[config.mk]
export PLATFORM = sky130hd
export DESIGN_NAME = riscv_fetch
export DESIGN_NICKNAME = d
export VERILOG_FILES = /design/src/rtl/riscv_fetch_pkg.sv /design/src/rtl/riscv_fetch_skid_buf.sv /design/src/rtl/riscv_fetch.sv
export SDC_FILE = /design/constraint.sdc
export NUM_CORES = 1
export LEC_CHECK = 0
export ABC_AREA = 1
export CELL_PAD_IN_SITES_DETAIL_PLACEMENT = 0
export CELL_PAD_IN_SITES_GLOBAL_PLACEMENT = 2
export CORE_MARGIN = 2
export CORE_UTILIZATION = 31
export DETAILED_ROUTE_END_ITERATION = 8
export GPL_TIMING_DRIVEN = 0
export PLACE_DENSITY = 0.81
export SLEW_MARGIN = 20
export SYNTH_ARGS = -nofsm -noshare
export SYNTH_HDL_FRONTEND = slang
export SYNTH_SLANG_ARGS = --single-unit
[constraint.sdc]
create_clock -name clk -period 2.65 [get_ports clk]
set_input_delay 0.3975 -clock clk [delete_from_list [all_inputs] [get_ports clk]]
set_output_delay 0.3975 -clock clk [all_outputs]
set_load 0.01 [all_outputs]
[src/rtl/riscv_fetch_pkg.sv]
// Shared definitions for the fetch stage: FSM encoding, bus widths and the
// canonical NOP that IF/ID presents whenever it holds no live instruction.
package riscv_fetch_pkg;

  localparam int          DEFAULT_XLEN     = 32;
  localparam logic [31:0] DEFAULT_RESET_PC = 32'h0000_0000;
  localparam logic [31:0] NOP_INSTR        = 32'h0000_0013;

  typedef enum logic {
    S_REQ  = 1'b0,
    S_WAIT = 1'b1
  } fetch_state_e;

endpackage

[src/rtl/riscv_fetch_skid_buf.sv]
// One-entry holding slot for a response that arrives while decode is stalled.
// Clear beats load, load beats drain.
module fetch_skid_buf
  import riscv_fetch_pkg::*;
#(
  parameter int XLEN = DEFAULT_XLEN
) (
  input  logic            clk,
  input  logic            rstn,
  input  logic            load,
  input  logic            drain,
  input  logic            clear,
  input  logic [XLEN-1:0] load_pc,
  input  logic [31:0]     load_instr,
  output logic            valid,
  output logic [XLEN-1:0] pc,
  output logic [31:0]     instr
);

  always_ff @(posedge clk or negedge rstn) begin
    if (!rstn) begin
      valid <= 1'b0;
      pc    <= '0;
      instr <= NOP_INSTR;
    end else if (clear) begin
      valid <= 1'b0;
    end else if (load) begin
      valid <= 1'b1;
      pc    <= load_pc;
      instr <= load_instr;
    end else if (drain) begin
      valid <= 1'b0;
    end
  end

endmodule

[src/rtl/riscv_fetch.sv]
// Instruction fetch: owns the PC, keeps one request outstanding to instruction
// memory and fills IF/ID, absorbing stalls via the skid slot and killing stale fetches on redirect.
module riscv_fetch
  import riscv_fetch_pkg::*;
#(
  parameter int              XLEN     = DEFAULT_XLEN,
  parameter logic [XLEN-1:0] RESET_PC = DEFAULT_RESET_PC
) (
  input  logic            clk,
  input  logic            rstn,
  output logic            imem_req,
  output logic [XLEN-1:0] imem_addr,
  input  logic            imem_gnt,
  input  logic            imem_rvalid,
  input  logic [31:0]     imem_rdata,
  input  logic            stall,
  input  logic            redirect_valid,
  input  logic [XLEN-1:0] redirect_pc,
  output logic            id_valid,
  output logic [XLEN-1:0] id_pc,
  output logic [31:0]     id_instr,
  output logic [XLEN-1:0] id_pc_plus4
);

  fetch_state_e    state_q, state_d;
  logic [XLEN-1:0] fetch_pc_q;
  logic [XLEN-1:0] req_pc_q;
  logic            kill_q;
  logic            fire;
  logic            resp;
  logic            deliver;
  logic            skid_valid;
  logic [XLEN-1:0] skid_pc;
  logic [31:0]     skid_instr;
  logic [XLEN-1:0] redirect_target;

  assign redirect_target = {redirect_pc[XLEN-1:2], 2'b00};
  assign fire            = imem_req && imem_gnt;
  assign resp            = (state_q == S_WAIT) && imem_rvalid;
  // A redirect in the same cycle as the response retires that request without delivering it.
  assign deliver         = resp && !kill_q && !redirect_valid;

  always_ff @(posedge clk or negedge rstn) begin
    if (!rstn) state_q <= S_REQ;
    else       state_q <= state_d;
  end

  always_comb begin
    state_d = state_q;
    case (state_q)
      S_REQ:   if (fire) state_d = S_WAIT;
      S_WAIT:  if (imem_rvalid) state_d = S_REQ;
      default: state_d = S_REQ;
    endcase
  end

  // rstn gates the request so the bus sees it low throughout reset.
  always_comb begin
    imem_req  = rstn && (state_q == S_REQ) && !skid_valid;
    imem_addr = fetch_pc_q;
  end

  always_ff @(posedge clk or negedge rstn) begin
    if (!rstn) begin
      fetch_pc_q <= RESET_PC;
      req_pc_q   <= '0;
      kill_q     <= 1'b0;
    end else begin
      if (redirect_valid)  fetch_pc_q <= redirect_target;
      else if (fire)       fetch_pc_q <= fetch_pc_q + XLEN'(4);
      if (fire)            req_pc_q   <= fetch_pc_q;
      if (redirect_valid)  kill_q     <= ((state_q == S_WAIT) && !imem_rvalid) || fire;
      else if (resp)       kill_q     <= 1'b0;
    end
  end

  fetch_skid_buf #(.XLEN(XLEN)) u_skid (
    .clk        (clk),
    .rstn       (rstn),
    .load       (deliver && stall),
    .drain      (!stall),
    .clear      (redirect_valid),
    .load_pc    (req_pc_q),
    .load_instr (imem_rdata),
    .valid      (skid_valid),
    .pc         (skid_pc),
    .instr      (skid_instr)
  );

  // IF/ID: redirect flushes, stall holds, otherwise skid content wins over a fresh response.
  always_ff @(posedge clk or negedge rstn) begin
    if (!rstn) begin
      id_valid    <= 1'b0;
      id_pc       <= '0;
      id_instr    <= NOP_INSTR;
      id_pc_plus4 <= '0;
    end else if (redirect_valid) begin
      id_valid <= 1'b0;
      id_instr <= NOP_INSTR;
    end else if (!stall) begin
      if (skid_valid) begin
        id_valid    <= 1'b1;
        id_pc       <= skid_pc;
        id_instr    <= skid_instr;
        id_pc_plus4 <= skid_pc + XLEN'(4);
      end else if (deliver) begin
        id_valid    <= 1'b1;
        id_pc       <= req_pc_q;
        id_instr    <= imem_rdata;
        id_pc_plus4 <= req_pc_q + XLEN'(4);
      end else begin
        id_valid <= 1'b0;
        id_instr <= NOP_INSTR;
      end
    end
  end

endmodule

Word-level counts from Yosys, hierarchy flattened
Cells that the tools add are included.
{"block": "word_totals", "regBits": 228, "word_cells": 59, "output_inout_bits": 130}
{"block": "op_classes", "eq_ne": 2, "reduce_logical": 18, "mux": 22, "n_bitwise": 3, "addsub": 3}
{"cell": "32-bit 2-to-1 mux", "count": 10}
{"cell": "32-bit by 3-bit adder with 32-bit output, second input constant", "count": 3}
{"cell": "1-bit 2-to-1 mux", "count": 11}
{"cell": "1-bit logical AND", "count": 8}
{"cell": "2-bit nonzero test", "count": 3}
{"cell": "1-bit zero test", "count": 4}
{"cell": "3-bit by 1-bit inequality test with 1-bit output, second input constant", "count": 1}
{"cell": "1-bit inverter", "count": 3}
{"cell": "3-bit AND reduction", "count": 1}
{"cell": "2-bit by 1-bit inequality test with 1-bit output, second input constant", "count": 1}
{"cell": "1-bit one-hot mux with 2 select lines", "count": 1}
{"cell": "2-bit AND reduction", "count": 1}
{"cell": "1-bit logical OR", "count": 1}

Depth between registers and ports, before layout
{"block": "logic_depth", "depth_word": 7, "mapped_depth": 14, "mapped_depth_nobuf": 13}

Hierarchy
A second synthesis with hierarchy kept.
{"block": "unflattened", "hier_cells": 1383, "area_unflattened_um2": 10856.7}
{"mod": "riscv_fetch", "seq_area_each_um2": 3932.5, "area_each_um2": 8265.4, "instances": 1, "cells_each": 1100}
{"mod": "fetch_skid_buf", "seq_area_each_um2": 1630.3, "area_each_um2": 2591.2, "instances": 1, "cells_each": 283}

Worst setup path before layout
Ideal clock, no wire load.
{"block": "synth_timing", "path_type": "reg2reg", "from": "register u_skid.valid", "to": "register id_pc_plus4[20]", "period_less_slack_ns": 1.842, "path_buffers": 2, "stages_incl_launch_ff": 14, "arrival_ns": 1.725, "setup_time_ns": 0.117, "slack_ns": 0.808, "required_time_ns": 2.533, "path_cell_list": "dfrtp_1 buf_6 buf_6 o21ai_1 inv_1 ha_1 nand2_1 nor2_4 nand2_1 nor2_4 nand2_1 nand2_1 nand3_1 nand2_1"}
{"block": "synth_between", "elab_chain_cells": 2, "elab_cells_between_ends": 3, "cone_classes": "1 x mux; 2 x reduce/logical"}
{"item": "start: declaration", "line_no": "riscv_fetch_skid_buf.sv:15", "text": "output logic valid,"}
{"item": "start signal: assignment", "line_no": "riscv_fetch_skid_buf.sv:22", "text": "valid <= 1'b0;"}
{"item": "start signal: assignment", "line_no": "riscv_fetch_skid_buf.sv:26", "text": "valid <= 1'b0;"}
{"item": "start signal: assignment", "line_no": "riscv_fetch_skid_buf.sv:28", "text": "valid <= 1'b1;"}
{"item": "2-bit nonzero test (no source line)"}
{"item": "3-bit AND reduction (no source line)"}
{"item": "end signal: assignment", "line_no": "riscv_fetch.sv:105", "text": "id_pc_plus4 <= skid_pc + XLEN'(4);"}
{"item": "end signal: assignment", "line_no": "riscv_fetch.sv:110", "text": "id_pc_plus4 <= req_pc_q + XLEN'(4);"}
{"item": "end: declaration", "line_no": "riscv_fetch.sv:22", "text": "output logic [XLEN-1:0] id_pc_plus4"}
Parallel ways exist; a longest one is shown, timed or not.
A chain may end at the register's enable or synchronous reset.

Worst setup path in the final report
{"block": "layout_timing", "from": "input port rstn", "to": "output port imem_req"}
{"block": "layout_between", "elab_chain_cells": 2}
{"item": "start: declaration", "line_no": "riscv_fetch.sv:10", "text": "input logic rstn,"}
{"item": "1-bit logical AND (2 in a row)", "line_no": "riscv_fetch.sv:59", "text": "imem_req = rstn && (state_q == S_REQ) && !skid_valid;"}
{"item": "end: declaration", "line_no": "riscv_fetch.sv:11", "text": "output logic imem_req,"}
No other way between the ends.

==> results.yml <==
place:
  gp_congestion: 0.835
  post-dp-hpwl_um: 25000
  preCtsSetupSlack_ps: -479
  post-place-cells: 1921
  placed_cell_area_um2: 13100
  port_buffers: 191
pwr:
  vdd_drop_max_uv: 456
  power.density_nw_per_um2: 779
  leakagePower_nw: 6.37
routing:
  wire_per_inst_um: 16.7
  dr.first_iter.drc_count: 529
  wl_um: 33000
  final_antenna_net_count: 0
  drc: 0
  via_per_inst: 4.64
  dr.pass1.iters: 5
  via_count: 9159
yosys:
  ys_ff_latch: 218
  synthDistinctLibCells: 40
  synth_edf_count: 0
  mappedNetlistArea_um2: 10600
  synthFlopType: "dfrtp_1"
  seq_area_frac_synth: 0.518
  avgSynthCellArea_um2: 8.27
  ys_async_sr_fraction: 1.00
  syn-instance-count: 1275
  yosysWarnings: 0
sta:
  fmax_ghz: 0.408
  rsz0062_at_grt: "no"
  min_period_over_period: 0.926
  fin_crit_ps: 2450
  setup_viol: 0
  final_hold_viol_count: 0
  fin_ws_ps: 197
  slew_violations: 0
  finClkSkew_ps: 9.72
  tns_ps: 0
  slew-limit-headroom: 0.520
  tightest_slew_ps: 719
clock_tree:
  clkSinkCount: 218
  post_cts_buffers: 0
  numCtsBuffers: 25
  clockBufferDepth: 3
  cts_tree: "built"
  h-tree-depth: 1
  clock_latency_ps: 530
  cts-root-buf: "clkbuf_16"
  clk_pin_slew_ps: 60
global_routing:
  grt_max_degree: 75
  grt.overflow.total: 0
  use_met3: 0.0266
  use_met1: 0.279
  grt_pass1_wl_um: 52900
  grt_pass1_vias: 9090
  grt_usage: 0.188
  busiest_layer: "met2"
  grt_antenna_before_repair: 0
  use_met2: 0.292
outcome:
  outcome: "finished clean"
floorplan:
  die_y_um: 188
  floorplan.initialDensity: 0.315
  die_area_um2: 35500
  rows: 67
  num_io_pins: 200
  die_width_um: 188
  core_area_um2: 33500
final_layout:
  num_antenna_cells: 0
  layout.nets: 1578
  layout_commonest_cell: "nand2_1"
  design_area_um2: 14000
  fin_cells: 1972
  layout_common_cells: "372 x nand2_1, 212 x dfrtp_1, 190 x clkdlybuf4s50_1"
  drive_gt1_frac: 0.0945
  areaGrowthSynthToFinish_pct: 32.5
setup_path:
  cp.required_ps: 2250
  start_kind: "primary input"
  critPathKind: "in -> out"
  cp.arrival_ps: 2060
  end_kind: "output pin"
  crit_fanout: 5
min_path:
  hold_class: "in -> reg"
run:
  drv_cap: 0
-- repair_timing --
item / CTS / global route
endpoints found under the hold margin: 74 / 0
hold buffers: 6 / 0
gates resized for setup: 0 / 0
-- cells by family after synthesis --
kind of cell,count (synthesis),share of synthesized area
DFF,218,0.518
adders and majority gates,2,0.00237
and+or+nand+nor,626,0.249
xor gates and xnor gates,18,0.0149
AOI/OAI and AO/OA,205,0.113
other,1,0.000355
buffers and inverters,178,0.0732
muxes,27,0.0288
-- layout make-up --
type | instances | area [um^2]
plain buffers | 64 | 339
clock buffers | 38 | 704
clock inverters | 7 | 41.3
fillers | 3423 | 19600
inverters | 114 | 433
multi-input cells | 884 | 4330
flip-flops and latches | 218 | 5460
well taps | 448 | 561
repair buffers | 199 | 2100
-- report_power, final --
part	switching, mW	leakage, nW	internal, mW
clock network	1.38	0.366	1.83
logic	1.42	3.28	1.46
registers	0.564	2.73	4.23
-- registers in the layout (all words and copies together) (netlist names) --
register	count
id_instr	32
id_pc	30
id_pc_plus4	30
id_valid	1
imem_addr	30
kill_q	1
req_pc_q	30
state_q	1
u_skid.instr	32
u_skid.pc	30
u_skid.valid	1
-- cell usage after synthesis (6+ instances only) --
master	count	area share
nand2_1	372	0.13
dfrtp_1	212	0.50
nor2_1	110	0.039
inv_1	109	0.039
o21ai_0	104	0.049
nand3_1	86	0.041
a21oi_1	36	0.017
clkbuf_1	30	0.011
mux2_2	27	0.029
a22o_1	26	0.022
o211ai_1	18	0.013
xor2_1	16	0.013
nand2_2	15	0.0089
buf_2	13	0.0062
nand4_1	11	0.0065
buf_4	10	0.0071
nor2_2	9	0.0053
nor3_1	8	0.0038
o21ai_1	8	0.0038
buf_6	6	0.0064
dfstp_2	6	0.015
nor2_4	6	0.0064
-- critical path, stage by stage --
cell             delay, ps
dlygate4sd3_1          560
buf_8                  160
buf_16                 140
nand2_1                 60
nor2_2                 140
clkdlybuf4s50_1        570
-- worst paths after layout --
kind / start / to / slack (ps) / cells past startpoint
min reg2reg: id_pc[13] / id_pc[13] / 470 / 2
max in group asynchronous: rstn / u_skid.instr[0] / 1510 / 4
max: rstn / imem_req / 200 / 6
max reg2reg: u_skid.valid / id_pc_plus4[30] / 400 / 13
min: imem_rdata[1] / u_skid.instr[1] / 430 / 3
min in group asynchronous: rstn / id_instr[4] / 450 / 2
-- metrics by stage --
stage                      util  power [mW]  hold slack [ps]
after floorplan               -        6.15              102
after global placement    0.389        7.69              457
after detailed placement  0.391        7.75              438
after CTS                 0.417        11.0              406
after global routing      0.417        11.6              448
final                     0.417        10.9              426
-- per-layer routing --
layer | routed length [um] | vias up
met2 | 14700 | 208
met5 | 0 | -
met3 | 1450 | 34
met4 | 450 | 0
li1 | - | 4600
met1 | 16400 | 4317
Note: power is estimated with default switching activity, not from simulation.
